--- src/rtl/seqdet_pkg.sv ---
// seqdet_pkg: types and default widths shared by the seqdet stream controller.
//   state_t : controller FSM states (IDLE, RUN, DRAIN, DONE)
//   DATA_W  : default pattern width in bits
//   LEN_W   : default width of the run-length input
//   CNT_W   : default width of the match counter
package seqdet_pkg;

  localparam int DATA_W = 24;
  localparam int LEN_W  = 16;
  localparam int CNT_W  = 8;

  typedef enum logic [1:0] {
    IDLE  = 2'd0,
    RUN   = 2'd1,
    DRAIN = 2'd2,
    DONE  = 2'd3
  } state_t;

endpackage

--- src/rtl/seqdet_stream_ctrl.sv ---
// seqdet_stream_ctrl: streams a software-loaded pattern word MSB-first and
// rotating onto the serial detector input, counts detector match pulses and
// flags completion with a one-cycle done pulse.
// Ports:
//   clk, rst        : rising-edge clock, synchronous active-high reset
//   load, load_data : load the pattern register (IDLE only)
//   start, run_len  : begin a run of run_len bits (IDLE only)
//   x               : serial bit driven to the detector (0 outside RUN)
//   z               : detector match output, sampled in RUN and DRAIN
//   busy            : high while in RUN or DRAIN
//   done            : one-cycle pulse in the DONE state
//   match_cnt       : saturating count of z highs in the current/last run
//   sat             : sticky flag, match_cnt reached all-ones during the run
module seqdet_stream_ctrl #(
  parameter int DATA_W = seqdet_pkg::DATA_W,
  parameter int LEN_W  = seqdet_pkg::LEN_W,
  parameter int CNT_W  = seqdet_pkg::CNT_W
) (
  input  logic              clk,
  input  logic              rst,
  input  logic              load,
  input  logic [DATA_W-1:0] load_data,
  input  logic              start,
  input  logic [LEN_W-1:0]  run_len,
  output logic              x,
  input  logic              z,
  output logic              busy,
  output logic              done,
  output logic [CNT_W-1:0]  match_cnt,
  output logic              sat
);

  import seqdet_pkg::*;

  localparam logic [CNT_W-1:0] CNT_MAX = {CNT_W{1'b1}};
  localparam logic [CNT_W-1:0] CNT_ONE = {{(CNT_W-1){1'b0}}, 1'b1};
  localparam logic [LEN_W-1:0] LEN_ONE = {{(LEN_W-1){1'b0}}, 1'b1};

  // Rotate left by one: the bit just streamed re-enters at the LSB.
  function automatic logic [DATA_W-1:0] rotl1(input logic [DATA_W-1:0] v);
    return {v[DATA_W-2:0], v[DATA_W-1]};
  endfunction

  state_t              state_q, state_d;
  logic [DATA_W-1:0]   pat_q,   pat_d;
  logic [LEN_W-1:0]    rem_q,   rem_d;
  logic [CNT_W-1:0]    cnt_q,   cnt_d;
  logic                sat_q,   sat_d;
  logic                x_q,     x_d;
  logic                busy_q,  busy_d;
  logic                done_q,  done_d;

  logic [CNT_W-1:0]    cnt_step_s;
  logic                sat_step_s;

  // Saturating match count and sticky flag for one sampled z.
  always_comb begin
    cnt_step_s = cnt_q;
    if (z && (cnt_q != CNT_MAX)) begin
      cnt_step_s = cnt_q + CNT_ONE;
    end else begin
      cnt_step_s = cnt_q;
    end
    sat_step_s = sat_q | (cnt_step_s == CNT_MAX);
  end

  // FSM next-state, pattern rotation, down-counter and match counter.
  always_comb begin
    state_d = state_q;
    pat_d   = pat_q;
    rem_d   = rem_q;
    cnt_d   = cnt_q;
    sat_d   = sat_q;
    case (state_q)
      IDLE: begin
        if (load) begin
          pat_d = load_data;
        end else begin
          pat_d = pat_q;
        end
        if (start) begin
          rem_d = run_len;
          cnt_d = {CNT_W{1'b0}};
          sat_d = 1'b0;
          if (run_len != {LEN_W{1'b0}}) begin
            state_d = RUN;
          end else begin
            state_d = DONE;
          end
        end else begin
          state_d = IDLE;
        end
      end
      RUN: begin
        pat_d = rotl1(pat_q);
        rem_d = rem_q - LEN_ONE;
        cnt_d = cnt_step_s;
        sat_d = sat_step_s;
        if (rem_q == LEN_ONE) begin
          state_d = DRAIN;
        end else begin
          state_d = RUN;
        end
      end
      // One extra sample catches the detector's response to the last bit.
      DRAIN: begin
        cnt_d   = cnt_step_s;
        sat_d   = sat_step_s;
        state_d = DONE;
      end
      DONE: begin
        state_d = IDLE;
      end
      default: begin
        state_d = IDLE;
      end
    endcase
  end

  // Outputs are decoded from next state so they leave a flop, not the inputs.
  always_comb begin
    if (state_d == RUN) begin
      x_d = pat_d[DATA_W-1];
    end else begin
      x_d = 1'b0;
    end
    busy_d = (state_d == RUN) || (state_d == DRAIN);
    done_d = (state_d == DONE);
  end

  // State and output registers with synchronous reset.
  always_ff @(posedge clk) begin
    if (rst) begin
      state_q <= IDLE;
      pat_q   <= {DATA_W{1'b0}};
      rem_q   <= {LEN_W{1'b0}};
      cnt_q   <= {CNT_W{1'b0}};
      sat_q   <= 1'b0;
      x_q     <= 1'b0;
      busy_q  <= 1'b0;
      done_q  <= 1'b0;
    end else begin
      state_q <= state_d;
      pat_q   <= pat_d;
      rem_q   <= rem_d;
      cnt_q   <= cnt_d;
      sat_q   <= sat_d;
      x_q     <= x_d;
      busy_q  <= busy_d;
      done_q  <= done_d;
    end
  end

  assign x         = x_q;
  assign busy      = busy_q;
  assign done      = done_q;
  assign match_cnt = cnt_q;
  assign sat       = sat_q;

endmodule

--- config.mk ---
export PLATFORM = sky130hd
export DESIGN_NAME = seqdet_stream_ctrl
export DESIGN_NICKNAME = d
export VERILOG_FILES = /design/src/rtl/seqdet_pkg.sv /design/src/rtl/seqdet_stream_ctrl.sv
export SDC_FILE = /design/constraint.sdc
export NUM_CORES = 1
export LEC_CHECK = 0
export BUFFER_PORTS_ARGS = -buffer_cell sky130_fd_sc_hd__clkbuf_2
export CAP_MARGIN = 20
export CORE_MARGIN = 10
export CORE_UTILIZATION = 50
export DETAILED_ROUTE_END_ITERATION = 10
export PLACE_DENSITY = 0.79
export SLEW_MARGIN = 20
export SYNTH_ARGS = -nofsm -noshare
export SYNTH_HDL_FRONTEND = slang
export SYNTH_SLANG_ARGS = --single-unit
export TNS_END_PERCENT = 5
--- constraint.sdc ---
create_clock -name clk -period 1.75 [get_ports clk]
set_input_delay 0.0875 -clock clk [delete_from_list [all_inputs] [get_ports clk]]
set_output_delay 0.0875 -clock clk [all_outputs]
set_load 0.05 [all_outputs]
=== Word-level counts from Yosys, hierarchy flattened ===
Cells that the tools add are included.

* Bits in registers: 54
* Word-level logic and storage cells: 48

* Add/subtract/negate cells: 2
* Eq/ne operators: 11
* Multiplexer cells: 13
* Bitwise logic cells: 2
* Reductions and logical operators: 11

{| class="wikitable"
|+ Operators with widths
! operator !! number
|-
| one-hot mux 24 bit (2 select lines) || 1
|-
| one-hot mux 16 bit (2 select lines) || 1
|-
| 2-to-1 mux 24 bit || 1
|-
| == test 16 x 1 -> 1 bit, second input constant || 1
|-
| 2-to-1 mux 16 bit || 1
|-
| 2-to-1 mux 8 bit || 2
|-
| one-hot mux 8 bit (2 select lines) || 1
|-
| nonzero test 16 bit || 1
|-
| subtractor 16 x 1 -> 16 bit, second input constant || 1
|-
| adder 8 x 1 -> 8 bit, second input constant || 1
|-
| == test 2 bit, second input constant || 4
|-
| == test 8 bit, second input constant || 1
|-
| != test 8 bit, second input constant || 1
|-
| one-hot mux 2 bit (4 select lines) || 1
|-
| 2-to-1 mux 2 bit || 3
|-
| AND reduction 2 bit || 3
|-
| == test 2 x 1 -> 1 bit, second input constant || 2
|-
| != test 2 bit, second input constant || 2
|-
| nonzero test 2 bit || 2
|-
| OR reduction 2 bit || 2
|-
| logical NOT 2 bit || 1
|-
| one-hot mux 1 bit (2 select lines) || 1
|-
| logical AND 1 bit || 1
|-
| logical OR 1 bit || 1
|-
| 3 further kinds || 3
|}

=== Depth between registers and ports, before layout ===
Gate-level depths: netlist of the first run.

* Depth after elaboration: 7
* Gate-level depth with buffers: 10
* Mapped depth without buffers: 9

=== Worst setup path before layout of the first run ===
Ideal clock, no wire load.

* Kind: reg2reg
* Start point: reg cnt_q[0] (netlist: match_cnt[0])
* End point: reg sat_q (netlist: sat)
* Setup time: 0.124 ns
* Data arrival time: 1.995 ns
* Setup slack: -0.369 ns
* Stages on the path, launching flop included: 7
* Period minus slack after synthesis: 2.119 ns
* Cell sequence: dfxtp_1 > ha_1 > nand2_1 > or4b_2 > o2111a_1 > o211ai_1 > o21ai_0

* Word-level cells in the longest chain between the ends: 6
* Elaborated cells between the ends (all ways): 7
* Classes of those cells: 1 x add/sub; 2 x eq/ne; 2 x mux; 1 x bitwise; 1 x reduce/logical

{| class="wikitable"
|+ RTL lines
! item !! RTL line !! text
|-
| start, declared || seqdet_stream_ctrl.sv:47 || <nowiki>logic [CNT_W-1:0] cnt_q, cnt_d;</nowiki>
|-
| start signal, assigned || seqdet_stream_ctrl.sv:137 || <nowiki>cnt_q <= {CNT_W{1'b0}};</nowiki>
|-
| start signal, assigned || seqdet_stream_ctrl.sv:146 || <nowiki>cnt_q <= cnt_d;</nowiki>
|-
| parallel branches: the longest is 2 deep, another holds adder 8 x 1 -> 8 bit || -- ||
|-
| 2-to-1 mux 8 bit * || seqdet_stream_ctrl.sv:59 || <nowiki>if (z && (cnt_q != CNT_MAX)) begin</nowiki>
|-
| == test 8 bit * || seqdet_stream_ctrl.sv:64 || <nowiki>sat_step_s = sat_q | (cnt_step_s == CNT_MAX);</nowiki>
|-
| OR 1 bit * || seqdet_stream_ctrl.sv:64 ||
|-
| one-hot mux 1 bit (2 select lines) * || seqdet_stream_ctrl.sv:74 || <nowiki>case (state_q)</nowiki>
|-
| end signal, assigned || seqdet_stream_ctrl.sv:147 || <nowiki>sat_q <= sat_d;</nowiki>
|-
| end, declared || seqdet_stream_ctrl.sv:48 || <nowiki>logic sat_q, sat_d;</nowiki>
|}

Every way passes the cells marked *.
A chain may end at the register's enable or synchronous reset.

=== Worst setup path after layout of the first run ===
* Start point: reg rem_q[7]
* End point: reg rem_q[12]

* Word-level cells in the longest chain between the ends: 2

{| class="wikitable"
|+ RTL lines
! item !! RTL line !! text
|-
| start, declared || seqdet_stream_ctrl.sv:46 || <nowiki>logic [LEN_W-1:0] rem_q, rem_d;</nowiki>
|-
| start signal, assigned || seqdet_stream_ctrl.sv:136 || <nowiki>rem_q <= {LEN_W{1'b0}};</nowiki>
|-
| start signal, assigned || seqdet_stream_ctrl.sv:145 || <nowiki>rem_q <= rem_d;</nowiki>
|-
| subtractor 16 x 1 -> 16 bit || seqdet_stream_ctrl.sv:96 || <nowiki>rem_d = rem_q - LEN_ONE;</nowiki>
|-
| one-hot mux 16 bit (2 select lines) || seqdet_stream_ctrl.sv:74 ||
|}

Every way passes these cells.

==> results.py, run 1 <==
metrics = {
    "outcome": {
        "status": "complete, but fails checks",
        "violations": "negative setup slack",
    },
    "final_layout": {
        "drive_gt1_share_pct": 35.7,
        "fin_nets": 495,
        "n_antenna_cell": 0,
        "fill_cells": 444,
        "syn_to_final_growth_pct": 32.6,
    },
    "logic_synthesis": {
        "synth_flop_cell": "dfxtp_1",
        "postSynthAreaPerCell_sq_um": 8.20,
        "syn-cell-area_sq_mm": 0.00285,
        "synthArstFlopShare_pct": 0,
        "synth-seq-cells": 54,
        "synth_edf_count": 0,
        "yosysSeqAreaShare_pct": 37.9,
        "synth.distinct_cells": 56,
        "syn_inst": 348,
        "yosysTopAreaCell": "dfxtp_1",
        "synth_top_area_share_pct": 37.9,
        "synth.most_common_cell": "dfxtp_1",
        "synth_area_leaders": "dfxtp_1 38%, a222oi_1 7.0%, nor2_1 6.7%",
        "synth_commonest_cells": "54 x dfxtp_1, 51 x nor2_1, 31 x a21oi_1",
        "synth_nets": 401,
        "ys_warn_count": 0,
    },
    "pwr": {
        "power_density_mw_per_mm2": 870,
        "p_leak_uw": 0.00158,
        "irDropWorstVdd_v": 0.000614,
    },
    "timing": {
        "post-route-period-util_pct": 110,
        "max_slew_margin_pct": 67.1,
        "setup_ws_ns": -0.173,
        "hold_viol": 0,
        "fin_crit_ns": 1.92,
        "whs_ns": 0.0231,
        "tns_ns": -0.417,
        "tightest_slew_ns": 0.490,
        "fmax_ghz": 0.520,
        "setup_viol": 7,
        "drv_slew": 0,
        "clock_skew_ns": 0.00849,
        "rsz0062_at_grt": "yes",
    },
    "detailed_routing": {
        "route.detailed.drc": 0,
        "post_drt_via_cell_ratio": 5.99,
        "wl_microns": 8640,
        "wire_per_inst_microns": 16.8,
        "ant_nets": 0,
        "drt_iter0_drc": 290,
        "route.vias.total": 3086,
        "drt_pass1_iterations": 7,
    },
    "cts": {
        "htreeDepth": 2,
        "cts-root-buf": "clkbuf_8",
        "cts_made_buffers": 5,
        "cts_sinks": 54,
        "cts_tree": "yes",
        "clkTransAtPathRegs_ns": 0.11,
        "clk_latency_ns": 0.31,
        "clockBufferDepth": 2,
    },
    "floorplan": {
        "die_w_microns": 95.6,
        "fp-row-count": 27,
        "io_pins": 57,
        "core_sq_mm": 0.00551,
        "fp.dieH_microns": 95.6,
        "dieArea_sq_mm": 0.00913,
        "start_util_pct": 51.8,
    },
    "global_route": {
        "grt.total_usage_pct": 18.0,
        "grt-ovfl-total": 0,
        "antenna_found_initial": 0,
        "grt_max_degree": 25,
        "grt_pass1_wl_microns": 13600,
        "grt_pass1_vias": 3013,
    },
    "setup_path": {
        "start_kind": "register",
        "startpoint": "rem_q[7]$_SDFFE_PP0P_",
        "crit_arrival_ns": 2.13,
        "cp.required_ns": 1.95,
        "cp-end-kind": "register",
        "path_class": "reg2reg",
        "r2r_slack_ns": -0.17,
        "r2r_start": "rem_q[7]$_SDFFE_PP0P_",
        "crit_fanout": 3,
    },
    "min_path": {
        "hp-class": "in2reg",
        "min_from": "load_data[22]",
    },
    "place": {
        "place.gp.congestion": 0.942,
        "dp_hpwl_microns": 6340,
        "io_buffer_count": 56,
    },
    "run": {
        "drv_cap": 0,
    },
}
-- placed cells by master (no fill, tap or decap), types with 3 or more instances in the layout --
cell	count
nand3_1	9
a211oi_1	3
nor2b_1	7
o211ai_1	3
a31oi_1	4
nand2b_1	4
nand2_1	21
nor2_1	49
nand4_1	5
o21ai_0	15
mux2_2	6
nor4_1	5
dfxtp_2	7
ha_2	4
nor2_2	3
buf_4	50
ha_1	3
a22oi_1	6
and3_1	7
clkbuf_2	56
clkbuf_8	5
a21oi_1	31
a222oi_1	20
buf_6	3
nor3_1	9
inv_1	9
dfxtp_1	46
-- layer usage --
metal / part of all wire (%) / GRT usage (%) / wire (microns)
met1: 40 / 21.2 / 3440
met2: 50 / 30.3 / 4310
met3: 8.3 / 5.66 / 714
met4: 1.9 / 5.53 / 167
met5: 0 / 0 / 0
-- final cells by class --
class                   count  area [sq um]  area share (%)
multi-input cells         258          1720            45.4
flip-flops and latches     54          1090            28.9
repair buffers            111           719            19.0
well taps                  72          90.1            2.38
clock buffers               5          68.8            1.82
clock inverters             3          47.5            1.26
inverters                  12          45.0            1.19
-- worst max-delay path: stages (launching register included) --
cell and delay, ns:
dfxtp_2 0.35, or4_4 0.56, nor4_4 0.28, mux2_4 0.33
a221oi_2 0.26, nor2_2 0.04
-- state kept, by name (all words and copies together) (netlist names) --
register   cells
pat_q         24
rem_q         16
match_cnt      8
state_q        2
busy           1
done           1
sat            1
x              1
-- where the power goes --
| part | internal [uW] | total, uW | switching, uW |
|---|---|---|---|
| Sequential | 1320 | 1390 | 70.8 |
| Clock | 434 | 865 | 431 |
| Combinational | 500 | 1030 | 534 |
-- path summary, 6_finish.rpt --
path              depth (start not counted)                     end
setup / recovery                          5  rem_q[12]$_SDFFE_PP0P_
hold / removal                            3  pat_q[22]$_SDFFE_PP0P_
hold reg to reg                           2   pat_q[1]$_SDFFE_PP0P_
setup reg to reg                          5  rem_q[12]$_SDFFE_PP0P_
-- cell families (layout without fill, tap and decap cells) --
family	after synthesis	in the layout	synth area share [%]
compound gates	104	104	25.7
xor+xnor	1	1	0.307
fa+ha+maj	8	8	3.51
buf+inv	36	131	4.91
flops	54	54	37.9
mux	9	9	3.46
simple gates	136	136	24.2
-- stage by stage --
step	power, uW	cell area, sq um	setup WS, ns	std cells	util [%]
after floorplan	1940	2860	-0.195	348	-
after global placement	2300	3540	-0.145	504	64.3
after detailed placement	2330	3540	-0.189	504	64.3
after CTS	3230	3710	-0.174	513	67.3
after global routing	3450	3780	-0.208	515	68.7
final	3290	3780	-0.173	515	68.7
-- what timing repair did --
item                       4_1_cts  5_1_grt
gates resized for setup         13       15
hold buffers                     1        0
hold endpoints to repair         1        0
pin swaps                        2        3
setup endpoints to repair       31       41
buffers inserted                 0        2
Note: power is estimated with default switching activity, not from simulation.
==> inputs of run 2 (changes only) <==
--- a/config.mk
+++ b/config.mk
@@ -8,7 +8,6 @@
 export BUFFER_PORTS_ARGS = -buffer_cell sky130_fd_sc_hd__clkbuf_2
-export CAP_MARGIN = 20
 export CORE_MARGIN = 10
-export CORE_UTILIZATION = 50
+export CORE_UTILIZATION = 55
 export DETAILED_ROUTE_END_ITERATION = 10
-export PLACE_DENSITY = 0.79
+export PLACE_DENSITY = 0.83
 export SLEW_MARGIN = 20
==> constraint.sdc (replaced) <==
create_clock -name clk -period 1.9 [get_ports clk]
set_input_delay 0.285 -clock clk [delete_from_list [all_inputs] [get_ports clk]]
set_output_delay 0.285 -clock clk [all_outputs]
set_load 0.05 [all_outputs]
==> run 2 against run 1 <==
The run still ends with negative setup slack left. Sequential share of layout area is 1.3 points higher. Combinational power down 17%. Sequential cell count is the same. Die area shrank 7.2%. Cell area is 4.6% lower. Clock skew fell by 0.0043 ns. Critical path type unchanged. Critical endpoint is now rem_q[14]$_SDFFE_PP0P_. Highest routed layer unchanged.
==> results.py, run 2 (synthesized netlist as in run 1, its figures left out) <==
metrics = {
    "place": {
        "io_buffer_count": 56,
        "place_ws_ns": -0.0742,
        "place.gp.congestion": 0.955,
        "dp_hpwl_microns": 5870,
    },
    "cts": {
        "clk_latency_ns": 0.31,
        "cts-root-buf": "clkbuf_8",
        "cts_setup_buffers": 0,
        "hold_buffers": 0,
        "cts_tree": "yes",
        "clkTransAtPathRegs_ns": 0.10,
        "cts_sinks": 54,
        "clockBufferDepth": 2,
        "htreeDepth": 2,
        "cts_made_buffers": 5,
    },
    "final_layout": {
        "top_register": "pat_q",
        "layout_common_cells": "56 x clkbuf_2, 49 x nor2_1, 48 x dfxtp_1, 38 x buf_4, 30 x a21oi_1",
        "n_antenna_cell": 0,
        "largest_reg_flops": 24,
        "layout_commonest_cell": "clkbuf_2",
        "fin_nets": 479,
        "drive_gt1_share_pct": 32.8,
        "syn_to_final_growth_pct": 26.4,
    },
    "timing": {
        "fin_crit_ns": 1.91,
        "rsz0062_at_grt": "yes",
        "clock_skew_ns": 0.00416,
        "setup_viol": 1,
        "fmax_ghz": 0.524,
        "setup_ws_ns": -0.00905,
        "max_slew_margin_pct": 73.1,
        "post-route-period-util_pct": 100,
        "drv_slew": 0,
        "hold_viol": 0,
        "tightest_slew_ns": 0.400,
    },
    "floorplan": {
        "dieArea_sq_mm": 0.00847,
        "io_pins": 57,
        "fp.dieH_microns": 92.0,
        "die_w_microns": 92.0,
        "start_util_pct": 56.2,
        "core_sq_mm": 0.00507,
        "fp-row-count": 26,
    },
    "detailed_routing": {
        "route.detailed.drc": 0,
        "drt_pass1_iterations": 8,
        "wire_per_inst_microns": 16.3,
        "wl_microns": 8110,
        "post_drt_via_cell_ratio": 6.15,
        "ant_nets": 0,
        "route.vias.total": 3057,
        "drt_iter0_drc": 277,
    },
    "pwr": {
        "total_power_uw": 2810,
        "irDropWorstVdd_v": 0.000646,
        "power_density_mw_per_mm2": 780,
        "p_leak_uw": 0.00149,
    },
    "min_path": {
        "hp-class": "in2reg",
        "whs_endpoint": "pat_q[2]$_SDFFE_PP0P_",
        "min_from": "load_data[2]",
        "hold_depth": 3,
    },
    "global_route": {
        "grt-ovfl-total": 0,
        "grt_pass1_vias": 2958,
        "grt_pass1_wl_microns": 13500,
        "grt.total_usage_pct": 18.6,
        "grt_max_degree": 24,
        "antenna_found_initial": 0,
    },
    "setup_path": {
        "cp_cell_sequence": "inv_1, ha_2, or3b_4, buf_4, nor2_4, nand4b_1, mux2_2, a21oi_2",
        "reg2reg_depth": 8,
        "r2r_slack_ns": -0.009,
        "crit_arrival_ns": 2.16,
        "crit_fanout": 5,
        "cp-end-kind": "register",
        "critical_path.slowest_cell": "or3b_4",
        "critPathBufInv": 2,
        "path_class": "reg2reg",
        "r2r_start": "rem_q[0]$_SDFFE_PP0P_",
        "r2r-end": "rem_q[14]$_SDFFE_PP0P_",
        "start_kind": "register",
        "cp_top_family": "simple AND/OR/NAND/NOR gates",
        "slowest_delay_ns": 0.40,
        "cp.required_ns": 2.15,
    },
    "outcome": {
        "status": "complete, but fails checks",
        "violations": "negative setup slack",
    },
    "run": {
        "drv_cap": 0,
    },
}
==> run 2: cell types whose count changed in the layout (fill, tap and decap cells not counted), sizes merged <==
cell | before | now
buf | 54 | 39
bufinv | 1 | 0
clkinv | 2 | 1
dlygate4sd3 | 1 | 0
inv | 12 | 14
==> run 2: worst max path at each step <==
stage	endpoint	slack, ns	start	depth (start not counted)
floorplan	rem_q[12]$_SDFFE_PP0P_	-0.04	rem_q[0]$_SDFFE_PP0P_	8
global placement	busy$_SDFF_PP0_	-0.02	rem_q[7]$_SDFFE_PP0P_	7
detailed placement	busy$_SDFF_PP0_	-0.07	rem_q[7]$_SDFFE_PP0P_	7
CTS	rem_q[9]$_SDFFE_PP0P_	0.001	rem_q[0]$_SDFFE_PP0P_	6
global route	rem_q[14]$_SDFFE_PP0P_	-0.08	rem_q[0]$_SDFFE_PP0P_	8
finish	rem_q[14]$_SDFFE_PP0P_	-0.009	rem_q[0]$_SDFFE_PP0P_	8
==> run 2: stage by stage <==
stage          hold slack (ns)  instances  setup TNS (ns)  util [%]  area (sq um)
2_1_floorplan            0.431        348         -0.0610         -          2860
3_3_place_gp             0.457        489         -0.0164      67.5          3430
3_5_place_dp             0.469        489          -0.169      67.5          3430
4_1_cts                  0.196        497               0      69.8          3540
5_1_grt                  0.198        497          -0.238      71.1          3610
6_report                 0.209        497        -0.00905      71.1          3610
==> run 2: final cells by class <==
type                            instances  area, sq um
Fill cell                             416         1470
Multi-Input combinational cell        258         1720
Timing Repair Buffer                   95          577
Inverter                               12         45.0
Sequential cell                        54         1090
Clock buffer                            5         68.8
Clock inverter                          3         26.3
Tap cell                               70         87.6
==> run 2: routing by layer <==
layer / vias to the layer above / wire (microns) / global-route usage [%]
met2: 131 / 4120 / 32.6
li1: 1466 / - / -
met4: 0 / 155 / 7.20
met1: 1439 / 3240 / 21.8
met3: 21 / 591 / 3.59
met5: - / 0 / 0
==> run 2: what timing repair did <==
| item | 4_1_cts | 5_1_grt |
|---|---|---|
| setup endpoints to repair | 4 | 28 |
| pin swaps | 3 | 4 |
| gates resized for setup | 4 | 16 |
==> run 2: worst register-to-register path, delay by kind of cell (launching register included) <==
| kind | cells | cell delay [ns] |
|---|---|---|
| compound gates | 1 | 0.14 |
| fa+ha+maj | 1 | 0.19 |
| buf+inv | 2 | 0.25 |
| flops | 1 | 0.33 |
| mux | 1 | 0.30 |
| simple gates | 3 | 0.64 |
==> run 2: power by group <==
group	leakage (uW)	internal, uW	total [uW]	switching [uW]
Clock	0.0000491	272	673	401
Combinational	0.000997	396	851	455
Sequential	0.000446	1220	1290	71.9
